`config.mk`:
```
export PLATFORM = sky130hd
export DESIGN_NAME = mux2_rr_arbiter
export DESIGN_NICKNAME = d
export VERILOG_FILES = /design/src/rtl/mux2_rr_arbiter.sv
export SDC_FILE = /design/constraint.sdc
export NUM_CORES = 1
export LEC_CHECK = 0
export ABC_CLOCK_PERIOD_IN_PS = 2400
export BUFFER_PORTS_ARGS = -buffer_cell sky130_fd_sc_hd__buf_2
export CAP_MARGIN = 10
export CELL_PAD_IN_SITES_DETAIL_PLACEMENT = 1
export CELL_PAD_IN_SITES_GLOBAL_PLACEMENT = 2
export CORE_MARGIN = 2
export CORE_UTILIZATION = 23
export CTS_BUF_LIST = sky130_fd_sc_hd__clkbuf_16
export DETAILED_ROUTE_END_ITERATION = 12
export PLACE_DENSITY = 0.72
export REMOVE_ABC_BUFFERS = 1
export SYNTH_ARGS = -nofsm -noshare
export SYNTH_HDL_FRONTEND = slang
export SYNTH_SLANG_ARGS = --single-unit
```
`constraint.sdc`:
```
create_clock -name clk -period 2.4 [get_ports clk]
set_input_delay 0.72 -clock clk [delete_from_list [all_inputs] [get_ports clk]]
set_output_delay 0.72 -clock clk [all_outputs]
set_load 0.02 [all_outputs]
```
`src/rtl/mux2_rr_arbiter.sv`:
```
// Round-robin arbiter sharing a 2:1 mux between two valid/ready requesters, with a registered output stage.
// Optional grant-entry counter on port switch_cnt when MUX2_ARB_STATS_EN is defined.
//
// state | meaning
// IDLE  | no grant; picks a requester (ties go opposite last_grant)
// GNT1  | requester 0 (in1) owns the mux, sel=0
// GNT2  | requester 1 (in2) owns the mux, sel=1
module mux2_rr_arbiter #(
   parameter int WIDTH     = 32,
   parameter int MAX_BURST = 4
) (
   input  logic             clk,
   input  logic             reset,
   input  logic             in1_valid,
   input  logic [WIDTH-1:0] in1_data,
   output logic             in1_ready,
   input  logic             in2_valid,
   input  logic [WIDTH-1:0] in2_data,
   output logic             in2_ready,
   output logic             sel,
   output logic             out_valid,
   output logic [WIDTH-1:0] out_data,
   input  logic             out_ready
`ifdef MUX2_ARB_STATS_EN
   ,
   output logic [15:0]      switch_cnt
`endif
);

   typedef enum logic [1:0] {IDLE, GNT1, GNT2} state_t;

   localparam logic [3:0] BURST_LAST = 4'(MAX_BURST - 1);

   state_t     state, state_nxt, other_gnt;
   logic [3:0] beat_cnt, cnt_nxt;
   logic       last_grant;
   logic       slot_free, own_valid, other_valid;
   logic       xfer, grant_entry;

   assign slot_free = !out_valid || out_ready;
   assign in1_ready = (state == GNT1) && slot_free;
   assign in2_ready = (state == GNT2) && slot_free;
   assign sel       = (state == GNT2);
   assign xfer      = (in1_valid && in1_ready) || (in2_valid && in2_ready);

   assign own_valid   = (state == GNT2) ? in2_valid : in1_valid;
   assign other_valid = (state == GNT2) ? in1_valid : in2_valid;
   assign other_gnt   = (state == GNT2) ? GNT1 : GNT2;

   always_comb begin
      state_nxt = state;
      cnt_nxt   = beat_cnt;
      unique case (state)
         IDLE: begin
            cnt_nxt = '0;
            if (in1_valid && (!in2_valid || last_grant))
               state_nxt = GNT1;
            else if (in2_valid)
               state_nxt = GNT2;
         end
         GNT1, GNT2: begin
            // with slot_free low everything is frozen until downstream drains
            if (slot_free) begin
               if (own_valid) begin
                  if (beat_cnt == BURST_LAST) begin
                     cnt_nxt = '0;
                     if (other_valid)
                        state_nxt = other_gnt;
                  end else begin
                     cnt_nxt = beat_cnt + 4'd1;
                  end
               end else begin
                  cnt_nxt   = '0;
                  state_nxt = other_valid ? other_gnt : IDLE;
               end
            end
         end
         default: state_nxt = IDLE;
      endcase
   end

   assign grant_entry = (state_nxt != state) && (state_nxt != IDLE);

   always_ff @(posedge clk) begin
      if (reset) begin
         state      <= IDLE;
         beat_cnt   <= '0;
         last_grant <= 1'b1;
         out_valid  <= 1'b0;
         out_data   <= '0;
      end else begin
         state    <= state_nxt;
         beat_cnt <= grant_entry ? 4'd0 : cnt_nxt;
         if (grant_entry)
            last_grant <= (state_nxt == GNT2);
         if (xfer) begin
            out_valid <= 1'b1;
            out_data  <= sel ? in2_data : in1_data;
         end else if (out_ready) begin
            out_valid <= 1'b0;
         end
      end
   end

`ifdef MUX2_ARB_STATS_EN
   always_ff @(posedge clk) begin
      if (reset)
         switch_cnt <= '0;
      else if (grant_entry && (switch_cnt != 16'hFFFF))
         switch_cnt <= switch_cnt + 16'd1;
   end
`endif

endmodule

```
==> flow_metrics.tcl, run 1 <==
set metrics [dict create \
    fillers 1056 \
    critPathMaxFanout 4 \
    synth-edff-count 0 \
    htree_levels 2 \
    instances_no_fill 441 \
    r2r-start "beat_cnt[1]$_SDFFE_PP0P_" \
    first_iter_violations 13 \
    outcome "finished, final reports clean" \
    ir_drop_mv 0.289 \
    synth_top_cell_by_area "dfxtp_1" \
    post_cts_resized 0 \
    die_h_um 98.9 \
    slew_headroom_pct 64.8 \
    final_util_pct 33.6 \
    crit_start "beat_cnt[1]$_SDFFE_PP0P_" \
    track_usage_pct 12.8 \
    min_from "out_data[7]$_SDFFE_PP0P_" \
    worstSetupPathType "reg2reg" \
    fin_ws_ps 96.9 \
    synth-seq-cells 40 \
    cts_root_buf "clkbuf_16" \
    placed_cell_area_um2 2780 \
    fp.dieW_um 98.9 \
    min_to "out_data[7]$_SDFFE_PP0P_" \
    hold_viol 0 \
    layout-drive-gt1-share_pct 41.7 \
    rsz0062_at_grt "false" \
    cts_tree "built" \
    grt_max_degree 35 \
    clock_sink_count 40 \
    arrival_ps 2470 \
    dieArea_um2 9790 \
    fmaxAchievable_ghz 0.434 \
    setup_violations 0 \
    synth_ff_type "dfxtp_1" \
    vias 2042 \
    path_cells "ha_2, or3b_4, or3_4, a311oi_4, o21bai_2, o221a_4, a21boi_4" \
    min_path_type "reg2reg" \
    ioPinCount 105 \
    syn_area_per_cell_um2 9.30 \
    dp.cells 433 \
    synth_top_area_share_pct 38.6 \
    power_density_nw_per_um2 1020 \
    drv_slew 0 \
    drcViolationCount 0 \
    hold_depth 2 \
    period_share_pct 96.0 \
    tns_ps 0 \
    antenna_cells 0 \
    place_congestion 0.809 \
    hold_buffers 0 \
    max_stage_delay_ps 400 \
    start_util_pct 23.8 \
    wl_um 5980 \
    path_buf_inv 0 \
    cts_setup_buffers 0 \
    cap_violations 0 \
    total_power_mw 2.99 \
    timing.hold.ws_ps 495 \
    routedWlPerCell_um 13.6 \
    synth_async_sr_flop_share_pct 0 \
    netlist_instances 223 \
    layout_min_cycle_time_ps 2300 \
    area_delta_synth_final_pct 41.4 \
    post-synth-top-count-cell "nor2_1" \
    routed_via_density 4.63 \
    synthDistinctLibCells 35 \
    synth_area_um2 2070 \
    final_cell_area_um2 2930 \
    cts_buffers 5 \
    core_area_um2 8720 \
    synthTopCellsByCount "41 x nor2_1, 40 x dfxtp_1, 33 x a211oi_1, 33 x mux2i_1, 13 x clkbuf_1" \
    synth_area_leaders "dfxtp_1 39%, mux2i_1 16%, a211oi_1 12%" \
    cp-end-kind "flip-flop" \
    clock_path_buffers 2 \
    start_kind "flip-flop" \
    leakage_nw 1.27 \
    grt_pass1_vias 2099 \
    nets 406 \
    r2r-end "beat_cnt[2]$_SDFFE_PP0P_" \
    final_antenna_net_count 0 \
    clock_skew_ps 5.28 \
    portBuffers 104 \
    clock_latency_ps 280 \
    slowest_stage "or3b_4" \
    rows 34 \
    dp_hpwl_um 4640 \
    path_clk_slew_ps 60 \
    place_worst_setup_slack_ps 22.4 \
    worstMarginPinSlew_ps 522 \
    drt_first_pass_iters 4 \
    crit_family "compound AO/OA/AOI/OAI gates" \
    rr_worst_depth 7 \
    ys_seq_area_share_pct 38.6 \
    overflow 0 \
    r2r_slack_ps 100 \
    grt_pass1_wl_um 10200 \
    yosysWarnings 0 \
    antenna_found_initial 0 \
    required_ps 2570 \
]
-- final cells by class --
type | count | area [µm²] | area share [%]
Sequential cell | 40 | 802 | 27.4
Inverter | 6 | 22.5 | 0.768
Multi-Input combinational cell | 163 | 1220 | 41.5
Tap cell | 108 | 135 | 4.61
Clock buffer | 5 | 125 | 4.27
Clock inverter | 3 | 20.0 | 0.683
Timing Repair Buffer | 116 | 611 | 20.8
-- worst max-delay path by stage --
stage / end / slack, ps / cells after the start
6_report: beat_cnt[2]$_SDFFE_PP0P_ / 100 / 7
5_1_grt: beat_cnt[2]$_SDFFE_PP0P_ / 7 / 7
4_1_cts: beat_cnt[2]$_SDFFE_PP0P_ / 10 / 7
3_5_place_dp: beat_cnt[2]$_SDFFE_PP0P_ / 20 / 7
3_3_place_gp: beat_cnt[2]$_SDFFE_PP0P_ / 80 / 7
2_1_floorplan: out_data[0]$_SDFFE_PP0P_ / -2170 / 5
-- worst register-to-register path, delay by kind of cell (launching register included) --
family                   cells  cell delay [ps]
AO/OA/AOI/OAI                4              860
AND/OR/NAND/NOR              2              750
flip-flops                   1              370
adder cells (fa/ha/maj)      1              210
-- per-layer routing --
metal / share of wire [%] / vias up / global-route usage (%)
met1: 44 / 947 / 15.6
li1: - / 1027 / -
met4: 1.7 / 0 / 4.21
met5: 0 / - / 0
met3: 6.4 / 10 / 3.55
met2: 48 / 58 / 21.8
-- placed cells by master (no fill, tap or decap), types with 4 or more instances in the layout --
cell and n:
and2_1 4, nand2_1 6, nor2_1 40, inv_1 7, o21ai_0 5, a21oi_1 6
clkbuf_16 5, buf_2 104, dfxtp_1 39, a211oi_1 33, mux2i_1 33, buf_4 12
-- registers in the layout (all words and copies together) (netlist names) --
signal      cells
state           2
beat_cnt        4
last_grant      1
out_data       32
out_valid       1
-- cell families after synthesis --
logic type | Yosys count | synth area share [%]
buf+inv | 20 | 3.68
flops | 40 | 38.6
mux | 33 | 15.9
compound gates | 59 | 22.7
fa+ha+maj | 5 | 3.02
simple gates | 65 | 15.6
xor+xnor | 1 | 0.423
-- where the power goes --
group	internal (mW)	switching, mW
Combinational	0.577	0.835
Sequential	0.836	0.0849
Clock	0.383	0.279
Note: power is estimated with default switching activity, not from simulation.
==> run 2: changes to the inputs <==
--- a/config.mk
+++ b/config.mk
@@ -5,16 +5,17 @@
 export SDC_FILE = /design/constraint.sdc
 export NUM_CORES = 1
 export LEC_CHECK = 0
+export ABC_AREA = 1
 export ABC_CLOCK_PERIOD_IN_PS = 2400
 export BUFFER_PORTS_ARGS = -buffer_cell sky130_fd_sc_hd__buf_2
 export CAP_MARGIN = 10
 export CELL_PAD_IN_SITES_DETAIL_PLACEMENT = 1
 export CELL_PAD_IN_SITES_GLOBAL_PLACEMENT = 2
 export CORE_MARGIN = 2
-export CORE_UTILIZATION = 23
+export CORE_UTILIZATION = 20
 export CTS_BUF_LIST = sky130_fd_sc_hd__clkbuf_16
 export DETAILED_ROUTE_END_ITERATION = 12
-export PLACE_DENSITY = 0.72
+export PLACE_DENSITY = 0.71
 export REMOVE_ABC_BUFFERS = 1
 export SYNTH_ARGS = -nofsm -noshare
 export SYNTH_HDL_FRONTEND = slang
==> run 2 against run 1 <==
Net effect:
- critical path depth decreased by 3
- clock power down 3.6%
- fmax rose by 1.5%
- cell count rose by 29%
- sequential share of layout area is 0.15 points lower
- critical endpoint is now in2_ready
- non-clock buffer count fell by 8
- worst hold slack worse by 54 ps
- clock-buffer cell count did not move
- sequential power down 8.4%
- largest power group unchanged
- area after synthesis rose by 3.1%
==> flow_metrics.tcl, run 2 <==
set metrics [dict create \
    worstSetupPathType "reg2out" \
    p_sw_mw 0.887 \
    synth_ff_type "dfxtp_1" \
    p_seq_share_pct 36.1 \
    routedWlPerCell_um 11.6 \
    track_usage_pct 11.7 \
    synth_area_leaders "dfxtp_1 37%, nand2_1 21%, a21oi_1 9.6%" \
    largest_reg_flops 32 \
    clock_sink_count 40 \
    p_sw_share_pct 37.9 \
    cp-end-kind "primary output" \
    core_area_um2 10400 \
    die_h_um 107 \
    largest-register "out_data" \
    netlist_instances 335 \
    required_ps 1680 \
    rsz0062_at_grt "false" \
    vias 2336 \
    path_clk_slew_ps 60 \
    tns_ps 0 \
    max_stage_delay_ps 470 \
    worstMarginPinSlew_ps 624 \
    min_path_type "reg2reg" \
    min_to "out_data[18]$_SDFFE_PP0P_" \
    path_cells "ha_2, inv_6, nor2_1, buf_2" \
    slew_headroom_pct 58.3 \
    fin_ws_ps 131 \
    fp.dieW_um 107 \
    r2r-start "state[0]$_SDFF_PP0_" \
    portBuffers 104 \
    synth_async_sr_flop_share_pct 0 \
    rows 37 \
    grt_max_degree 66 \
    ioPinCount 105 \
    grt_pass1_vias 2281 \
    rr_worst_depth 17 \
    cts_root_buf "clkbuf_16" \
    seq_area_um2 801 \
    fillers 1371 \
    clock_path_buffers 2 \
    post-synth-top-count-cell "nand2_1" \
    r2r-end "last_grant$_SDFFE_PP1P_" \
    routed_via_density 4.10 \
    synthTopCellsByCount "117 x nand2_1, 43 x inv_1, 41 x a21oi_1" \
    synth_top_cell_by_area "dfxtp_1" \
    synthDistinctLibCells 22 \
    arrival_ps 1550 \
    cts_setup_buffers 0 \
    antenna_found_initial 0 \
    antenna_cells 0 \
    leakage_nw 1.48 \
    critPathMaxFanout 18 \
    layout-drive-gt1-share_pct 30.4 \
    combPwrFrac_pct 36.6 \
    overflow 0 \
    hold_viol 0 \
    layout_min_cycle_time_ps 2270 \
    drcViolationCount 0 \
    power_frac_clock_pct 27.3 \
    first_iter_violations 45 \
    setup_violations 0 \
    dieArea_um2 11500 \
    slowest_stage "dfxtp_1" \
    ir_drop_mv 0.271 \
    drt_first_pass_iters 4 \
    syn_area_per_cell_um2 6.38 \
    area_delta_synth_final_pct 37.7 \
    wl_um 6610 \
    final_cell_area_um2 2940 \
    cts_tree "built" \
    outcome "finished, final reports clean" \
    hold_buffers 0 \
    reg_top3 "out_data x32, beat_cnt x4, state x2" \
    place_congestion 0.754 \
    period_share_pct 94.5 \
    cap_violations 0 \
    htree_levels 2 \
    final_common_cell "nand2_1" \
    placed_cell_area_um2 2800 \
    synth-seq-cells 40 \
    dp_hpwl_um 5010 \
    min_from "out_data[18]$_SDFFE_PP0P_" \
    power_density_nw_per_um2 794 \
    place_worst_setup_slack_ps 288 \
    multiInputGateArea_um2 1080 \
    synth_area_um2 2140 \
    synth_top_area_share_pct 37.5 \
    clock_latency_ps 280 \
    instances_no_fill 570 \
    clock_skew_ps 1.80 \
    drv_slew 0 \
    cts_buffers 5 \
    nets 507 \
    yosysWarnings 0 \
    final_cell_mix "117 x nand2_1, 104 x buf_2, 44 x inv_1" \
    post_cts_resized 0 \
    synth-edff-count 0 \
    p_int_mw 1.45 \
    dp.cells 562 \
    fmaxAchievable_ghz 0.441 \
    hold_depth 2 \
    r2r_slack_ps 300 \
    ys_seq_area_share_pct 37.5 \
    start_kind "flip-flop" \
    grt_pass1_wl_um 10700 \
    final_antenna_net_count 0 \
    start_util_pct 20.6 \
]
run 2: cell types whose count changed in the layout (fill, tap and decap cells not counted), moves of 4 or more:
cell and change:
nand2_1 +111, inv_1 +37, a21oi_1 +35, a211oi_1 -33, mux2i_1 -33, nor2_1 -31
o21ai_1 +21, buf_4 -10, o21ai_0 +10, nor2_2 +5, and2_1 -4, inv_2 +4
nand2_2 +4
run 2: cell families (layout without fill, tap and decap cells):
family                   after synthesis  in the layout  synth area share (%)
XOR/XNOR                               1              1                 0.410
adder cells (fa/ha/maj)                5              5                  2.93
buffers and inverters                 65            164                  12.4
AO/OA/AOI/OAI                         82             82                  19.8
flip-flops                            40             40                  37.5
AND/OR/NAND/NOR                      142            142                  27.0
run 2: routing by layer:
layer  part of all wire, %  wire length, µm  GRT usage [%]
met1                    45             2990           14.4
met5                     0                0              0
met4                   1.4               91           3.85
met3                   5.9              392           2.91
met2                    47             3140           19.7
run 2: how the worst max path moves through the flow:
stage | slack, ps | end | cells past startpoint | from
final | 130 | in2_ready | 4 | state[1]$_SDFF_PP0_
after global routing | 30 | in2_ready | 4 | state[1]$_SDFF_PP0_
after CTS | 30 | sel | 3 | state[1]$_SDFF_PP0_
after detailed placement | 290 | last_grant$_SDFFE_PP1P_ | 12 | in2_valid
after global placement | 360 | sel | 3 | state[1]$_SDFF_PP0_
after floorplan | -1980 | out_data[11]$_SDFFE_PP0P_ | 7 | state[0]$_SDFF_PP0_
run 2: worst max-delay path, delay by kind of cell (launching register included):
| kind | cells | cell delay [ps] |
|---|---|---|
| flip-flops | 1 | 470 |
| adder cells (fa/ha/maj) | 1 | 330 |
| buffers and inverters | 2 | 290 |
| AND/OR/NAND/NOR | 1 | 170 |
run 2: area by class of cell:
cell class                      count  area share [%]
Inverter                           48            6.29
Multi-Input combinational cell    230            36.7
Tap cell                          136            5.78
Sequential cell                    40            27.2
Timing Repair Buffer              108            19.3
Clock inverter                      3           0.510
Clock buffer                        5            4.25
run 2: power by group through the flow:
stage / registers, mW / logic, mW / clock network, mW
6_report: 0.844 / 0.855 / 0.638
5_1_grt: 0.862 / 0.972 / 0.700
4_1_cts: 0.848 / 0.877 / 0.669
3_5_place_dp: 0.861 / 0.876 / 0
3_3_place_gp: 0.858 / 0.859 / 0
2_1_floorplan: 0.968 / 0.439 / 0
run 2: stage by stage:
stage / util (%) / power, mW / hold slack [ps]
floorplan: - / 1.41 / 456
global placement: 27.0 / 1.72 / 430
detailed placement: 27.0 / 1.74 / 437
CTS: 28.3 / 2.39 / 446
global route: 28.4 / 2.53 / 464
finish: 28.4 / 2.34 / 441
